$ cat src/rtl/odometer_pkg.sv
// Shared types and defaults for the ring-oscillator odometer measurement block.
package odometer_pkg;

  typedef enum logic [2:0] {
    IDLE,
    STRESS,
    SETTLE,
    WAIT_EDGE,
    COUNT,
    NEXT
  } state_t;

  localparam int SETTLE_CYC_DEFAULT = 4;

  // Channel-index width; a single channel still gets a 1-bit index.
  function automatic int sel_width(input int n);
    return (n > 1) ? $clog2(n) : 1;
  endfunction

endpackage

$ cat src/rtl/odometer_beat_timer.sv
// Rising-edge detect, beat-period counter with saturation, and wait-for-edge timeout
// for the currently selected channel's beat.
module odometer_beat_timer #(
  parameter int CNT_W = 12
) (
  input  logic             clk,
  input  logic             srst,
  input  logic             beat,
  input  logic             clear,
  input  logic             waiting,
  input  logic             counting,
  output logic             rise,
  output logic             sat,
  output logic             timeout,
  output logic [CNT_W-1:0] count
);

  localparam logic [CNT_W-1:0] CNT_MAX    = '1;
  localparam logic [CNT_W-1:0] CNT_MAX_M1 = ~(CNT_W'(1));

  logic             prev_reg;
  logic [CNT_W-1:0] cnt_reg;
  logic [CNT_W-1:0] wait_reg;

  assign rise    = beat & ~prev_reg;
  assign sat     = (cnt_reg == CNT_MAX);
  assign timeout = waiting && (wait_reg == CNT_MAX_M1);
  assign count   = cnt_reg;

  always_ff @(posedge clk) begin
    if (srst) begin
      prev_reg <= 1'b0;
      cnt_reg  <= '0;
      wait_reg <= '0;
    end else begin
      prev_reg <= clear ? 1'b0 : beat;

      if (clear) begin
        wait_reg <= '0;
      end else if (waiting) begin
        wait_reg <= wait_reg + CNT_W'(1);
      end

      // The first edge starts the period at 1 so the second edge lands on the period itself.
      if (clear) begin
        cnt_reg <= '0;
      end else if (waiting && rise) begin
        cnt_reg <= CNT_W'(1);
      end else if (counting && !sat) begin
        cnt_reg <= cnt_reg + CNT_W'(1);
      end
    end
  end

endmodule

$ cat src/rtl/odometer_multi_meas.sv
// Sequences stress and per-channel beat-period measurement across a bank of
// stress/reference ring-oscillator pairs; all outputs come straight from flops.
module odometer_multi_meas
  import odometer_pkg::*;
#(
  parameter int NUM_CH     = 4,
  parameter int CNT_W      = 12,
  parameter int STRESS_W   = 16,
  parameter int SETTLE_CYC = SETTLE_CYC_DEFAULT,
  localparam int SEL_W     = sel_width(NUM_CH)
) (
  input  logic                CLK,
  input  logic                RESET,
  input  logic                START,
  input  logic                STOP,
  input  logic                CONTINUOUS,
  input  logic                AC_DC,
  input  logic [NUM_CH-1:0]   CH_EN,
  input  logic [STRESS_W-1:0] STRESS_CYCLES,
  input  logic [NUM_CH-1:0]   BEAT,
  output logic [NUM_CH-1:0]   EN_POWER_ROSC_STRESS,
  output logic                EN_ROSC,
  output logic                MEAS_STRESS,
  output logic                AC_DC_LATCHED,
  output logic [SEL_W-1:0]    SEL_CH,
  output logic [CNT_W-1:0]    BF_COUNT,
  output logic [SEL_W-1:0]    BF_CH,
  output logic                BF_VALID,
  output logic                BF_OVF,
  output logic                BUSY
);

  localparam int SET_W = (SETTLE_CYC > 1) ? $clog2(SETTLE_CYC) : 1;

  state_t              state_reg, state_next;
  logic [SEL_W-1:0]    ch_reg, ch_next;
  logic [NUM_CH-1:0]   mask_reg, mask_next;
  logic                cont_reg, cont_next;
  logic                acdc_reg, acdc_next;
  logic [STRESS_W-1:0] stress_len_reg, stress_len_next;
  logic [STRESS_W-1:0] stress_cnt_reg, stress_cnt_next;
  logic [SET_W-1:0]    settle_cnt_reg, settle_cnt_next;

  logic             res_valid, res_ovf;
  logic [CNT_W-1:0] res_count;
  logic             hist_clear;
  logic             t_rise, t_sat, t_timeout;
  logic [CNT_W-1:0] t_count;
  logic [SEL_W:0]   lo_hit, nx_hit, st_hit;

  // Lowest set bit of m at or above index from; MSB of the result flags a hit.
  function automatic logic [SEL_W:0] find_from(input logic [NUM_CH-1:0] m, input int from);
    logic [SEL_W:0] r;
    r = '0;
    for (int i = NUM_CH - 1; i >= 0; i--) begin
      if (m[i] && (i >= from)) r = {1'b1, SEL_W'(i)};
    end
    return r;
  endfunction

  assign lo_hit = find_from(mask_reg, 0);
  assign nx_hit = find_from(mask_reg, int'(ch_reg) + 1);
  assign st_hit = find_from(CH_EN, 0);

  odometer_beat_timer #(
    .CNT_W(CNT_W)
  ) u_timer (
    .clk     (CLK),
    .srst    (RESET),
    .beat    (BEAT[ch_reg]),
    .clear   (hist_clear),
    .waiting (state_reg == WAIT_EDGE),
    .counting(state_reg == COUNT),
    .rise    (t_rise),
    .sat     (t_sat),
    .timeout (t_timeout),
    .count   (t_count)
  );

  always_comb begin
    state_next      = state_reg;
    ch_next         = ch_reg;
    mask_next       = mask_reg;
    cont_next       = cont_reg;
    acdc_next       = acdc_reg;
    stress_len_next = stress_len_reg;
    stress_cnt_next = stress_cnt_reg;
    settle_cnt_next = settle_cnt_reg;
    res_valid       = 1'b0;
    res_ovf         = 1'b0;
    res_count       = t_count;
    hist_clear      = 1'b0;

    case (state_reg)
      IDLE: begin
        if (START && (CH_EN != '0)) begin
          mask_next       = CH_EN;
          cont_next       = CONTINUOUS;
          acdc_next       = AC_DC;
          stress_len_next = STRESS_CYCLES;
          stress_cnt_next = '0;
          settle_cnt_next = '0;
          ch_next         = st_hit[SEL_W-1:0];
          state_next      = (STRESS_CYCLES == '0) ? SETTLE : STRESS;
        end
      end
      STRESS: begin
        if (stress_cnt_reg == stress_len_reg - STRESS_W'(1)) begin
          ch_next         = lo_hit[SEL_W-1:0];
          settle_cnt_next = '0;
          state_next      = SETTLE;
        end else begin
          stress_cnt_next = stress_cnt_reg + STRESS_W'(1);
        end
      end
      SETTLE: begin
        if (settle_cnt_reg == SET_W'(SETTLE_CYC - 1)) begin
          hist_clear = 1'b1;
          state_next = WAIT_EDGE;
        end else begin
          settle_cnt_next = settle_cnt_reg + SET_W'(1);
        end
      end
      WAIT_EDGE: begin
        if (t_rise) begin
          state_next = COUNT;
        end else if (t_timeout) begin
          res_valid  = 1'b1;
          res_ovf    = 1'b1;
          res_count  = '1;
          state_next = NEXT;
        end
      end
      COUNT: begin
        // A counter pinned at all-ones is reported as saturated even if an edge arrives with it.
        if (t_sat) begin
          res_valid  = 1'b1;
          res_ovf    = 1'b1;
          res_count  = '1;
          state_next = NEXT;
        end else if (t_rise) begin
          res_valid  = 1'b1;
          state_next = NEXT;
        end
      end
      NEXT: begin
        settle_cnt_next = '0;
        if (nx_hit[SEL_W]) begin
          ch_next    = nx_hit[SEL_W-1:0];
          state_next = SETTLE;
        end else if (cont_reg) begin
          ch_next         = lo_hit[SEL_W-1:0];
          stress_cnt_next = '0;
          state_next      = (stress_len_reg == '0) ? SETTLE : STRESS;
        end else begin
          state_next = IDLE;
        end
      end
      default: state_next = IDLE;
    endcase

    if (STOP && (state_reg != IDLE)) begin
      state_next = IDLE;
      res_valid  = 1'b0;
      res_ovf    = 1'b0;
    end
  end

  assign SEL_CH        = ch_reg;
  assign AC_DC_LATCHED = acdc_reg;

  always_ff @(posedge CLK) begin
    if (RESET) begin
      state_reg            <= IDLE;
      ch_reg               <= '0;
      mask_reg             <= '0;
      cont_reg             <= 1'b0;
      acdc_reg             <= 1'b0;
      stress_len_reg       <= '0;
      stress_cnt_reg       <= '0;
      settle_cnt_reg       <= '0;
      EN_POWER_ROSC_STRESS <= '0;
      EN_ROSC              <= 1'b0;
      MEAS_STRESS          <= 1'b0;
      BF_COUNT             <= '0;
      BF_CH                <= '0;
      BF_VALID             <= 1'b0;
      BF_OVF               <= 1'b0;
      BUSY                 <= 1'b0;
    end else begin
      state_reg      <= state_next;
      ch_reg         <= ch_next;
      mask_reg       <= mask_next;
      cont_reg       <= cont_next;
      acdc_reg       <= acdc_next;
      stress_len_reg <= stress_len_next;
      stress_cnt_reg <= stress_cnt_next;
      settle_cnt_reg <= settle_cnt_next;

      // Output flops track the state being entered so they line up with state_reg.
      EN_POWER_ROSC_STRESS <= (state_next == STRESS) ? mask_next : '0;
      EN_ROSC              <= (state_next != IDLE);
      MEAS_STRESS          <= (state_next inside {SETTLE, WAIT_EDGE, COUNT, NEXT});
      BUSY                 <= (state_next != IDLE);
      BF_VALID             <= res_valid;
      BF_OVF               <= res_valid & res_ovf;
      if (res_valid) begin
        BF_COUNT <= res_count;
        BF_CH    <= ch_reg;
      end
    end
  end

endmodule

$ cat config.mk
export PLATFORM = sky130hd
export DESIGN_NAME = odometer_multi_meas
export DESIGN_NICKNAME = d
export VERILOG_FILES = /design/src/rtl/odometer_pkg.sv /design/src/rtl/odometer_beat_timer.sv /design/src/rtl/odometer_multi_meas.sv
export SDC_FILE = /design/constraint.sdc
export NUM_CORES = 1
export LEC_CHECK = 0
export ABC_CLOCK_PERIOD_IN_PS = 3380
export BUFFER_PORTS_ARGS = -buffer_cell sky130_fd_sc_hd__buf_4
export CORE_UTILIZATION = 45
export DETAILED_ROUTE_END_ITERATION = 6
export HOLD_SLACK_MARGIN = 0.03
export PLACE_DENSITY_LB_ADDON = 0.12
export SYNTH_ARGS = -nofsm -noshare
export SYNTH_HDL_FRONTEND = slang
export SYNTH_SLANG_ARGS = --single-unit
$ cat constraint.sdc
create_clock -name CLK -period 3.38 [get_ports CLK]
set_clock_uncertainty 0.1 [all_clocks]
set_input_delay 0.507 -clock CLK [delete_from_list [all_inputs] [get_ports CLK]]
set_output_delay 0.507 -clock CLK [all_outputs]
set_load 0.03 [all_outputs]
==> summary.md <==
| Metric | Value |
|---|---|
| Status | `completed` |
| CP max stage delay | `0.58 ns` |
| Layout Nets | `~660` |
| Number of global-route vias before repair | `4087` |
| First-pass GRT wire length | `18900 um` |
| Synth Area in XOR/XNOR | `around 7.7%` |
| Cell Chain, Critical Path | `or4_4 > or3_4 > or4_1 > a221oi_2 > nand4_2 > o2111ai_1 > nor2_1` |
| Synth unique cells | `between 60 and 70` |
| CTS sink count | `a little over 90` |
| Mapped Cells | `around 570` |
| RSZ-0062 raised after global routing | `no` |
| CP required | `between 3 and 4 ns` |
| CP arrival | `roughly 3.4 ns` |
| Worst skew pair latency | `~0.36 ns` |
| Fraction of registers with async set or reset after synthesis | `0%` |
| Mean Syn Cell Area | `slightly above 8 um^2` |
| Worst-Margin Slew | `~0.74 ns` |
| DRC | `0` |
| Period utilisation layout | `a little over nine tenths` |
| Site Rows | `36` |
| Relative slew margins | `about half` |
| Dpl ws | `between 0.15 and 0.2 ns` |
| Root Driver | `clkbuf_8` |
| Largest family of logic cells by synthesized area | `simple AND/OR/NAND/NOR gates` |
| Combinational power share | `18.2%` |
| Startpoint Class | `register` |
| Switching Share | `29.5%` |
| Post-CTS sizing | `0` |
| Power per standard cell area | `approximately 430 mW/mm^2` |
| Peak Freq | `about 310 MHz` |
| DR pass1 iterations | `5` |
| Post-synth top flop | `dfxtp_1` |
| Adder-cell share of the synthesized area | `~1.9%` |
| Post-CTS repair timing setup buffer count | `0` |
| Die Width | `104 um` |
| H-Tree Depth | `3` |
| GPL Wtd Cong | `roughly 0.86` |
| Final hold vios | `0` |
| Min-Delay Path Class | `primary input to register` |
| Setup TNS | `0 ns` |
| Die area | `0.0107 mm^2` |
| Hold buffers post-CTS | `0` |
| Antenna violations before repair | `0` |
| TritonCTS clock tree | `built` |
| Drt wl/cell | `around 15 um` |
| Post-Syn Nets | `604` |
| Final min period | `3.24 ns` |
| Largest net degree at the start of global routing | `47` |
| Design Power | `approximately 2.3 mW` |
| Starting density of the core | `between 40% and 50%` |
| Layout area overhead | `16.8%` |
| Setup crit end kind | `register` |
| Top-count cell post-synth | `dfxtp_1` |
| Layout cell share with drive strength beyond 1 | `between 15 and 20%` |
| Fin. max-slew vios | `0` |
| CTS buffer count | `9` |
| Number of flops mapped to enable cells by yosys | `0` |
| Register bit total from synthesis | `between 90 and 100` |
| Clk pwr share | `between 30 and 40%` |
| P_leak | `roughly 2.1 nW` |
| Number of routed nets with antenna violations | `0` |
| Final setup violation count | `0` |
| Fraction of synthesized cell area taken by the top area cell type | `~40%` |
| Setup WS post-layout | `approximately 0.14 ns` |
| WS Path Type | `register to register` |
| Slowest CP cell | `or4_4` |
| Die H | `104 um` |
| Design area | `around 0.0054 mm^2` |
| Hold Slack | `0.281 ns` |
| GRT Util Overall | `approximately a fifth` |
| Vias | `~4300` |
| Longest Clk Path Bufs | `2` |
| Multiplexer share of the synthesized area | `3.72%` |
| Core box area | `between 0.009 and 0.01 mm^2` |
| Grt ovf | `0` |
| N_diodes | `0` |
| DP Wirelength | `roughly 8000 um` |
| Int Pwr | `about 1.6 mW` |
| Switching pwr | `approximately 0.69 mW` |
| Clock Pin Slew Worst Setup and Hold Paths | `approximately 0.1 ns` |
| WL final | `approximately 11000 um` |
| Synth warn | `0` |
| Post-synthesis sequential area ratio | `~40%` |
| Initial drt markers | `around 180` |
| Flop pwr share | `49.7%` |
| Number of I/O pins | `56` |
| Crit Path Max Fanout | `10` |
| Max VDD drop | `~0.00018 V` |
| Synthesized cell area | `roughly 0.0046 mm^2` |
| Largest cells by area after synthesis | `dfxtp_1 (40%), nor2_1 (6.5%), nand2_1 (5.2%)` |
| PortBufs | `55` |
| Post-synthesis simple-gate area fraction | `between 20% and 30%` |
| Via density | `5.63` |
| Placed Instance Area | `0.00523 mm^2` |
| Synth top cells by count | `dfxtp_1 (92), nor2_1 (80), nand2_1 (64)` |
| Compound-Gate Fraction of Synth Area | `between 10% and 20%` |
| Max cap viols | `0` |
| Dominant cell type by area after synthesis | `dfxtp_1` |
-- layer usage --
metal,track usage (%),up-vias,part of all wire [%]
met2,37.2,81,49
met3,2.45,23,3.2
li1,-,2140,-
met5,0,-,0
met4,9.83,0,2.8
met1,26.0,2047,45
-- power groups by stage --
stage / clock network, mW / logic (mW) / registers [mW]
after floorplan: 0 / 0.275 / 1.19
after global placement: 0 / 0.414 / 1.18
after detailed placement: 0 / 0.421 / 1.19
after CTS: 0.771 / 0.423 / 1.16
after global routing: 0.816 / 0.471 / 1.17
final: 0.750 / 0.424 / 1.16
-- metrics by stage --
| step | util (%) | cells |
|---|---|---|
| 5_1_grt | 54.8 | 762 |
| 2_1_floorplan | - | 567 |
| 4_1_cts | 54.8 | 762 |
| 3_5_place_dp | 52.8 | 746 |
| 3_3_place_gp | 52.8 | 746 |
| 6_report | 54.8 | 762 |
-- logic make-up (layout without fill, tap and decap cells) --
group	count (synthesis)	count (layout)
and+or+nand+nor	263	263
AOI/OAI and AO/OA	110	110
DFF	92	92
xor gates and xnor gates	41	41
buffers and inverters	38	100
muxes	16	16
adders and majority gates	7	7
-- critical path: cells and delay by family, from the launching register on --
kind / cells / cell delay (ns)
AOI/OAI and AO/OA: 2 / 0.76
DFF: 1 / 0.38
and+or+nand+nor: 5 / 1.88
-- cells in the final DEF (no fill, tap or decap), drive strengths merged, types with 9 or more instances in the layout --
master / instances
xnor2: 21
nor3: 10
or3: 11
a211oi: 16
nor2: 80
nand2b: 14
or4: 9
inv: 19
a21oi: 37
nand3: 23
xor2: 20
mux2i: 15
buf: 67
nand4: 15
clkbuf: 9
o21ai: 15
nand2: 64
dfxtp: 92
nor4: 10
-- worst paths after layout --
| path | from | endpoint | slack (ns) | cells past startpoint |
|---|---|---|---|---|
| setup reg to reg | stress_len_reg[8] | EN_POWER_ROSC_STRESS[3] | 0.14 | 7 |
| setup / recovery | stress_len_reg[8] | EN_POWER_ROSC_STRESS[3] | 0.14 | 7 |
| hold reg to reg | AC_DC_LATCHED | AC_DC_LATCHED | 0.36 | 2 |
| hold / removal | AC_DC | AC_DC_LATCHED | 0.28 | 3 |
-- layout make-up --
cell class | instances | area (um^2)
fill | 966 | 4480
clock buffer | 9 | 124
tap | 133 | 166
sequential | 92 | 1840
timing repair buffer | 67 | 503
inverter | 17 | 63.8
clock inverter | 7 | 73.8
multi-input combinational | 437 | 2660
Power figures use the tool's default switching activity.
